$ cat src/rtl/peak_pkg.sv
// ============================================================================
// Module      : peak_pkg
// Description : Shared state encoding and default parameters for peak_hold.
// Revision    : 1.0 - initial release
// ============================================================================
`default_nettype none

package peak_pkg;

    localparam int W_DEF  = 8;
    localparam int HW_DEF = 16;
    localparam int DS_DEF = 3;

    typedef enum logic [1:0] {
        ST_IDLE  = 2'd0,
        ST_HOLD  = 2'd1,
        ST_DECAY = 2'd2
    } state_t;

endpackage : peak_pkg

`default_nettype wire

$ cat src/rtl/mag_sat.sv
// ============================================================================
// Module      : mag_sat
// Description : Registered magnitude of a signed sample; most-negative code
//               saturates to the largest positive magnitude.
// Revision    : 1.0 - initial release
// ============================================================================
`default_nettype none

module mag_sat
    import peak_pkg::*;
#(
    parameter int W = W_DEF
) (
    input  logic                clk,
    input  logic                rst,
    input  logic signed [W-1:0] sig_i,
    input  logic                vld_i,
    output logic        [W-2:0] mag_o,
    output logic                vld_o,
    output logic                sat_o
);

    logic [W-2:0] w_low;
    logic [W-2:0] w_neg;
    logic [W-2:0] mag_d;
    logic [W-2:0] mag_q;
    logic         vld_q;

    // For every negative code except the minimum, |x| fits in W-1 bits, so
    // negating just the low bits modulo 2^(W-1) gives the magnitude.
    assign w_low = sig_i[W-2:0];
    assign w_neg = ~w_low + (W-1)'(1);
    assign sat_o = sig_i[W-1] && (w_low == '0);

    always_comb begin
        mag_d = w_low;
        if (sat_o) begin
            mag_d = '1;
        end else if (sig_i[W-1]) begin
            mag_d = w_neg;
        end
    end

    always_ff @(posedge clk or negedge rst) begin
        if (!rst) begin
            mag_q <= '0;
            vld_q <= 1'b0;
        end else begin
            mag_q <= mag_d;
            vld_q <= vld_i;
        end
    end

    assign mag_o = mag_q;
    assign vld_o = vld_q;

endmodule : mag_sat

`default_nettype wire

$ cat src/rtl/peak_hold.sv
// ============================================================================
// Module      : peak_hold
// Description : Peak magnitude detector with programmable hold and
//               shift-based exponential decay.
// Revision    : 1.0 - initial release
// ============================================================================
`default_nettype none

module peak_hold
    import peak_pkg::*;
#(
    parameter int W  = W_DEF,
    parameter int HW = HW_DEF,
    parameter int DS = DS_DEF
) (
    input  logic                 clk,
    input  logic                 rst,
    input  logic signed [W-1:0]  sig,
    input  logic                 vld,
    input  logic        [HW-1:0] hold,
    input  logic                 clr,
    output logic        [W-2:0]  max,
    output logic                 pk,
    output logic                 ovf
);

    logic [W-2:0]  mag_q;
    logic          vld_q;
    logic          w_sat;

    state_t        state_q, state_d;
    logic [W-2:0]  max_q, max_d;
    logic [HW-1:0] cnt_q, cnt_d;
    logic          pk_q, pk_d;
    logic          ovf_q, ovf_d;

    logic [W-2:0]  w_shr;
    logic [W-2:0]  w_step;
    logic [W-2:0]  w_sub;
    logic [W-2:0]  w_dec;

    mag_sat #(
        .W(W)
    ) u_mag_sat (
        .clk   (clk),
        .rst   (rst),
        .sig_i (sig),
        .vld_i (vld),
        .mag_o (mag_q),
        .vld_o (vld_q),
        .sat_o (w_sat)
    );

    // One decay step never drops below the incoming magnitude.
    assign w_shr  = max_q >> DS;
    assign w_step = (w_shr == '0) ? (W-1)'(1) : w_shr;
    assign w_sub  = (max_q > w_step) ? (max_q - w_step) : '0;
    assign w_dec  = (w_sub > mag_q) ? w_sub : mag_q;

    always_comb begin
        state_d = state_q;
        max_d   = max_q;
        cnt_d   = cnt_q;
        pk_d    = 1'b0;
        ovf_d   = ovf_q;
        if (clr) begin
            state_d = ST_IDLE;
            max_d   = '0;
            cnt_d   = '0;
            ovf_d   = 1'b0;
        end else if (vld_q) begin
            if (mag_q > max_q) begin
                max_d   = mag_q;
                cnt_d   = hold;
                pk_d    = 1'b1;
                state_d = ST_HOLD;
            end else if (mag_q == max_q) begin
                if (state_q != ST_IDLE) begin
                    cnt_d   = hold;
                    state_d = ST_HOLD;
                end
            end else if ((state_q == ST_HOLD) && (cnt_q != '0)) begin
                cnt_d = cnt_q - HW'(1);
            end else begin
                max_d   = w_dec;
                state_d = (w_dec == '0) ? ST_IDLE : ST_DECAY;
            end
        end
        // A saturating sample outranks a simultaneous clear.
        if (vld && w_sat) begin
            ovf_d = 1'b1;
        end
    end

    always_ff @(posedge clk or negedge rst) begin
        if (!rst) begin
            state_q <= ST_IDLE;
            max_q   <= '0;
            cnt_q   <= '0;
            pk_q    <= 1'b0;
            ovf_q   <= 1'b0;
        end else begin
            state_q <= state_d;
            max_q   <= max_d;
            cnt_q   <= cnt_d;
            pk_q    <= pk_d;
            ovf_q   <= ovf_d;
        end
    end

    assign max = max_q;
    assign pk  = pk_q;
    assign ovf = ovf_q;

endmodule : peak_hold

`default_nettype wire

$ cat config.mk
export PLATFORM = sky130hd
export DESIGN_NAME = peak_hold
export DESIGN_NICKNAME = d
export VERILOG_FILES = /design/src/rtl/peak_pkg.sv /design/src/rtl/mag_sat.sv /design/src/rtl/peak_hold.sv
export SDC_FILE = /design/constraint.sdc
export NUM_CORES = 1
export LEC_CHECK = 0
export CAP_MARGIN = 25
export CORE_MARGIN = 1.5
export CORE_UTILIZATION = 35
export CTS_CLUSTER_DIAMETER = 40
export DETAILED_ROUTE_END_ITERATION = 10
export GPL_TIMING_DRIVEN = 0
export PLACE_DENSITY = 0.54
export SLEW_MARGIN = 40
export SYNTH_ARGS = -nofsm -noshare
export SYNTH_HDL_FRONTEND = slang
export SYNTH_SLANG_ARGS = --single-unit
$ cat constraint.sdc
create_clock -name clk -period 11.2 [get_ports clk]
set_input_delay 2.24 -clock clk [delete_from_list [all_inputs] [get_ports clk]]
set_output_delay 2.24 -clock clk [all_outputs]
set_load 0.1 [all_outputs]
==> Yosys cells after proc, flatten, opt, wreduce, memory -nomap -nowiden <==
Index checks and enable logic that the tools add are counted.
{ "classes": {"n_addsub": 3, "n_mul": 0, "n_div": 0, "n_lt_le_gt_ge": 3, "n_eq_ne": 6, "shift": 0, "muxes": 28, "n_bitwise": 1, "reduce_logical": 14} }
{ "op_table": {"columns": ["operator", "count"], "rows": [
  ["$mux 16", 6],
  ["$mux 7", 9],
  ["$logic_not 7->1", 3],
  ["$reduce_bool 16->1", 1],
  ["$sub 16x1->16 const B", 1],
  ["$gt 7x7->1", 2],
  ["$mux 2", 7],
  ["$reduce_and 3->1", 3],
  ["$add 7x1->7 const B", 1],
  ["$eq 7x7->1", 1],
  ["$gt 7x4->1", 1],
  ["$not 7->7", 1],
  ["$sub 7x4->7", 1],
  ["$ne 3x3->1 const B", 2],
  ["$reduce_bool 2->1", 3],
  ["$mux 1", 5],
  ["$mux 4", 1],
  ["$ne 4x3->1 const B", 1],
  ["$ne 4x4->1 const B", 1],
  ["$reduce_bool 4->1", 1],
  ["$logic_and 1x1->1", 3],
  ["$eq 2x1->1 const B", 1]
]} }
{ "totals": {"register_bits": 35, "latch_bits": 0, "ram_bits": 0, "romBits": 0, "in_bits": 28, "output_inout_bits": 9, "mem_count": 0} }

==> Longest topological paths before layout <==
{ "logic_depth": {"depth_word": 13, "ltp_mapped": 18, "ltp_nobuf": 16} }

==> By module <==
Synthesis repeated with hierarchy kept, for this count alone.
{ "unflattened": {"cells_unflattened": 317, "area_unflattened_um2": 2925.3} }
{ "modules_own_cells": {"columns": ["mod", "n_inst", "cells_each", "area_each_um2", "seq_area_each_um2"], "rows": [
  ["peak_hold", 1, 275, 2497.4, 675.6],
  ["mag_sat", 1, 42, 427.9, 200.2]
]} }

==> Worst setup path before layout <==
No wires, ideal clock.
{ "synth_timing": {"path_type": "register to register", "from": "reg max_q[4] (netlist: max[4])", "to": "reg max_q[0] (netlist: max[0])", "arrival_ps": 4288, "setup_slack_ps": 6789, "path_stages_with_launch": 19, "period_less_slack_ps": 4411, "path_cell_list": "dfrtp_1 -> buf_2 -> nor3_1 -> or2_2 -> ha_1 -> inv_1 -> fa_1 -> a21o_1 -> a21oi_1 -> a31oi_1 -> a41o_1 -> ha_1 -> and3_2 -> a221o_1 -> or2_0 -> buf_2 -> nand3_4 -> mux2i_1 -> a32o_1"} }
{ "synth_via": {"elab_chain_len": 11, "elab_cells_between_ends": 17} }
{ "synth_lines": {"columns": ["element", "line_no", "text"], "rows": [
  ["start, declared", "peak_hold.sv:32", "logic [W-2:0] max_q, max_d;"],
  ["start signal, assigned", "peak_hold.sv:104", "max_q <= max_d;"],
  ["$logic_not 7->1", "peak_hold.sv:56", "assign w_step = (w_shr == '0) ? (W-1)'(1) : w_shr;"],
  ["$mux 4", "peak_hold.sv:56", null],
  ["$sub 7x4->7 or $gt 7x4->1 (tied branches)", "peak_hold.sv:57", "assign w_sub = (max_q > w_step) ? (max_q - w_step) : '0;"],
  ["$mux 7", "peak_hold.sv:57", null],
  ["$gt 7x7->1", "peak_hold.sv:58", "assign w_dec = (w_sub > mag_q) ? w_sub : mag_q;"],
  ["$mux 7", "peak_hold.sv:58", null],
  ["$mux 7", "peak_hold.sv:82", "end else if ((state_q == ST_HOLD) && (cnt_q != '0)) begin"],
  ["$mux 7", "peak_hold.sv:77", "end else if (mag_q == max_q) begin"],
  ["$mux 7", "peak_hold.sv:72", "if (mag_q > max_q) begin"],
  ["$mux 7", "peak_hold.sv:71", "end else if (vld_q) begin"],
  ["$mux 7", "peak_hold.sv:66", "if (clr) begin"]
]} }
Several ways; a longest one is shown, not always the timed one. The select of a mux whose other input is x is not followed.
A chain may end at the register's enable or synchronous reset.

==> Worst setup path after layout <==
Same ends and word-level chain as after synthesis.

==> results.cfg <==
[critical_path]
slowest_delay_ns = 0.41
critPathBufInv = 3
startpoint_type = flip-flop
crit_type = reg2reg
crit_chain = buf_2, nor3_1, or2_2, ha_1, inv_1, fa_1, a21o_1, a21oi_1, a31oi_1, a41o_1, ha_1, and3_2, a221o_1, or2_0, buf_2, nand3_4, mux2i_1, a32o_1
crit_path_end_kind = flip-flop
worstPathRequired_ns = 11.37
crit_slowest_cell = fa_1
worstPathMaxFanout = 9
crit_family = compound AO/OA/AOI/OAI gates
cp_data_arrival_time_ns = 4.49

[synth]
synth_edf_count = 0
synth_xor_area_share_pct = 2.24
ys_seq_area_share_pct = 32.0
yosys_warnings = 0
synth_area_um2 = 2740
syn_nets = 360
synth_area_leader_cell = dfrtp_1
synth_compound_gate_area_share_pct = 27.6
synthFlopType = dfrtp_1
syn_area_per_cell_um2 = 8.79
synth_seq_cells = 35
synth-simple-area-share_pct = 19.6
async_flop_share_pct = 100
netlist_instances = 311
yosys.area_share.adder_pct = 9.88
muxShareOfSynthArea_pct = 2.93
synthTopCellsByArea = dfrtp_1 32%, ha_1 9.1%, o21ai_0 5.9%
synth_top_family_by_area = compound AO/OA/AOI/OAI gates
synth_top_area_share_pct = 32.0
synth.distinct_cells = 62

[cts]
holdBufCountCts = 0
insertion_delay_ns = 0.30
cts.clk_slew.worst_paths_ns = 0.07
root_buffer = clkbuf_8
cts_buffer_depth = 2
post-cts-setup-buffers = 0
numCtsBuffers = 5
post_cts_resized = 0
clkSinkCount = 35
cts_tree = yes
h-tree-depth = 2

[timing]
rsz0062_at_grt = no
maxSlewViolCount = 0
setup_viol_count_final = 0
fin_crit_ns = 4.32
setup-tns-final_ns = 0
hold_viol_final = 0
tightest_slew_ns = 0.677
relSlewSlack_pct = 54.6
max_freq_mhz = 232
fin_skew_ns = 0.00992
finalCritPeriodShare_pct = 38.5

[cells_and_area]
layout_common_cells = 35 x dfrtp_1, 32 x o21ai_0, 30 x inv_1
design_area_um2 = 3280
instances_no_fill = 456
fin_nets = 403
mostFrequentLayoutCell = dfrtp_1
drive_gt1_share_pct = 13.6
areaGrowthSynthToFinish_pct = 19.9
diodes = 0

[place]
placedCellCount = 449
place_hpwl_um = 5330
placed_area_um2 = 3190
place_congestion = 0.840
place.port_buffers = 35

[global_routing]
grt_usage_pct = 17.2
grt-busiest-layer = met2
first_global_vias = 2379
grt_overflow = 0
use_met2_pct = 25.6
grt_max_degree = 24
use_met3_pct = 3.02
grt_pass1_wl_um = 11500
antenna_found_initial = 0
met1_usage_pct = 24.9

[route]
antenna_left = 0
drc_errors = 0
num_vias = 2477
drtIter0Drc = 135
via_per_inst = 5.43
dr.pass1.iters = 4
drt-wirelength-per-cell_um = 15.1
drt-total-wl_um = 6890

[floorplan]
initial_core_util_pct = 35.8
dieArea_um2 = 8350
rows = 32
dieWidth_um = 91.4
io_pins = 37
die_height_um = 91.4
core_area_um2 = 7650

[pwr]
powerDensity_nw_per_um2 = 207
vdd_drop_max_v = 0.0000591
leakage_nw = 1.49

[run]
maxCapViolCount = 0

[outcome]
status = completed

[hold_path]
worst_hold_path_type = reg2reg
-- power breakdown --
| part | switching, mW | internal, mW | total [mW] |
|---|---|---|---|
| sequential | 0.0262 | 0.147 | 0.173 |
| combinational | 0.249 | 0.159 | 0.409 |
| clock | 0.0481 | 0.0483 | 0.0964 |
-- flip-flops by register name (all words and copies together), names as in the netlist --
register and cells:
state_q 2, cnt_q 16, ovf 1, u_mag_sat.mag_o 7, pk 1, max 7, u_mag_sat.vld_o 1
-- metal layers --
layer / wire length (um) / vias up
met5: 0 / -
met4: 99 / 0
met3: 293 / 9
met2: 3000 / 64
met1: 3500 / 1170
li1: - / 1234
-- synth_stat cells (all sizes together), types with 2 or more instances --
library cell	n
nor2	18
buf	5
inv	30
clkbuf	4
a21o	5
dfrtp	35
mux2i	8
nor3	11
or4	4
nand3b	2
o21bai	2
o21ai	38
o211ai	2
nand3	3
o31ai	2
a31oi	7
a211oi	2
a21oi	29
ha	20
a22oi	7
nor4	6
nand4	4
xnor2	5
nand2b	2
o2bb2ai	7
nand2	21
and3b	2
nor3b	3
nor2b	3
xor2	2
or2	5
-- worst register-to-register path: stages (launching register included) --
cell and delay [ns]:
dfrtp_1 0.37, buf_2 0.19, nor3_1 0.23, or2_2 0.14, ha_1 0.20, inv_1 0.07, fa_1 0.41, a21o_1 0.19
a21oi_1 0.28, a31oi_1 0.14, a41o_1 0.27, ha_1 0.32, and3_2 0.23, a221o_1 0.31, or2_0 0.19, buf_2 0.15
nand3_4 0.15, mux2i_1 0.09, a32o_1 0.28
-- stage by stage --
stage | worst slack [ns] | total power, mW | utilization (%) | hold slack (ns)
floorplan | 6.79 | 0.490 | - | 0.471
global placement | 6.90 | 0.584 | 42.0 | 0.480
detailed placement | 6.94 | 0.582 | 41.7 | 0.479
CTS | 6.90 | 0.679 | 42.9 | 0.501
global route | 6.58 | 0.734 | 42.9 | 0.520
finish | 6.88 | 0.679 | 42.9 | 0.501
-- final cells by class --
type                       instances  area, um^2
clock inverter                     1        5.00
multi-input combinational        237        1700
inverter                          30         113
clock buffer                       6        82.6
tap                              102         128
fill                             746        4370
buffer                             9        43.8
timing repair buffer              36         328
sequential                        35         876
-- worst paths after layout --
check                       start   endpoint  slack [ns]  cells after the start
max                        max[4]     max[0]        6.88                     18
min                           ovf        ovf        0.50                      1
max reg2reg                max[4]     max[0]        6.88                     18
min reg2reg                   ovf        ovf        0.50                      1
max in group asynchronous     rst     max[1]        8.93                      2
min in group asynchronous     rst  cnt_q[12]        1.83                      1
-- cell families (layout without fill, tap and decap cells) --
kind of cell | after synthesis | count (layout)
buf+inv | 39 | 82
flops | 35 | 35
compound gates | 112 | 112
fa+ha+maj | 21 | 21
mux | 8 | 8
xor+xnor | 7 | 7
simple gates | 89 | 89
Note: power is estimated with default switching activity, not from simulation.
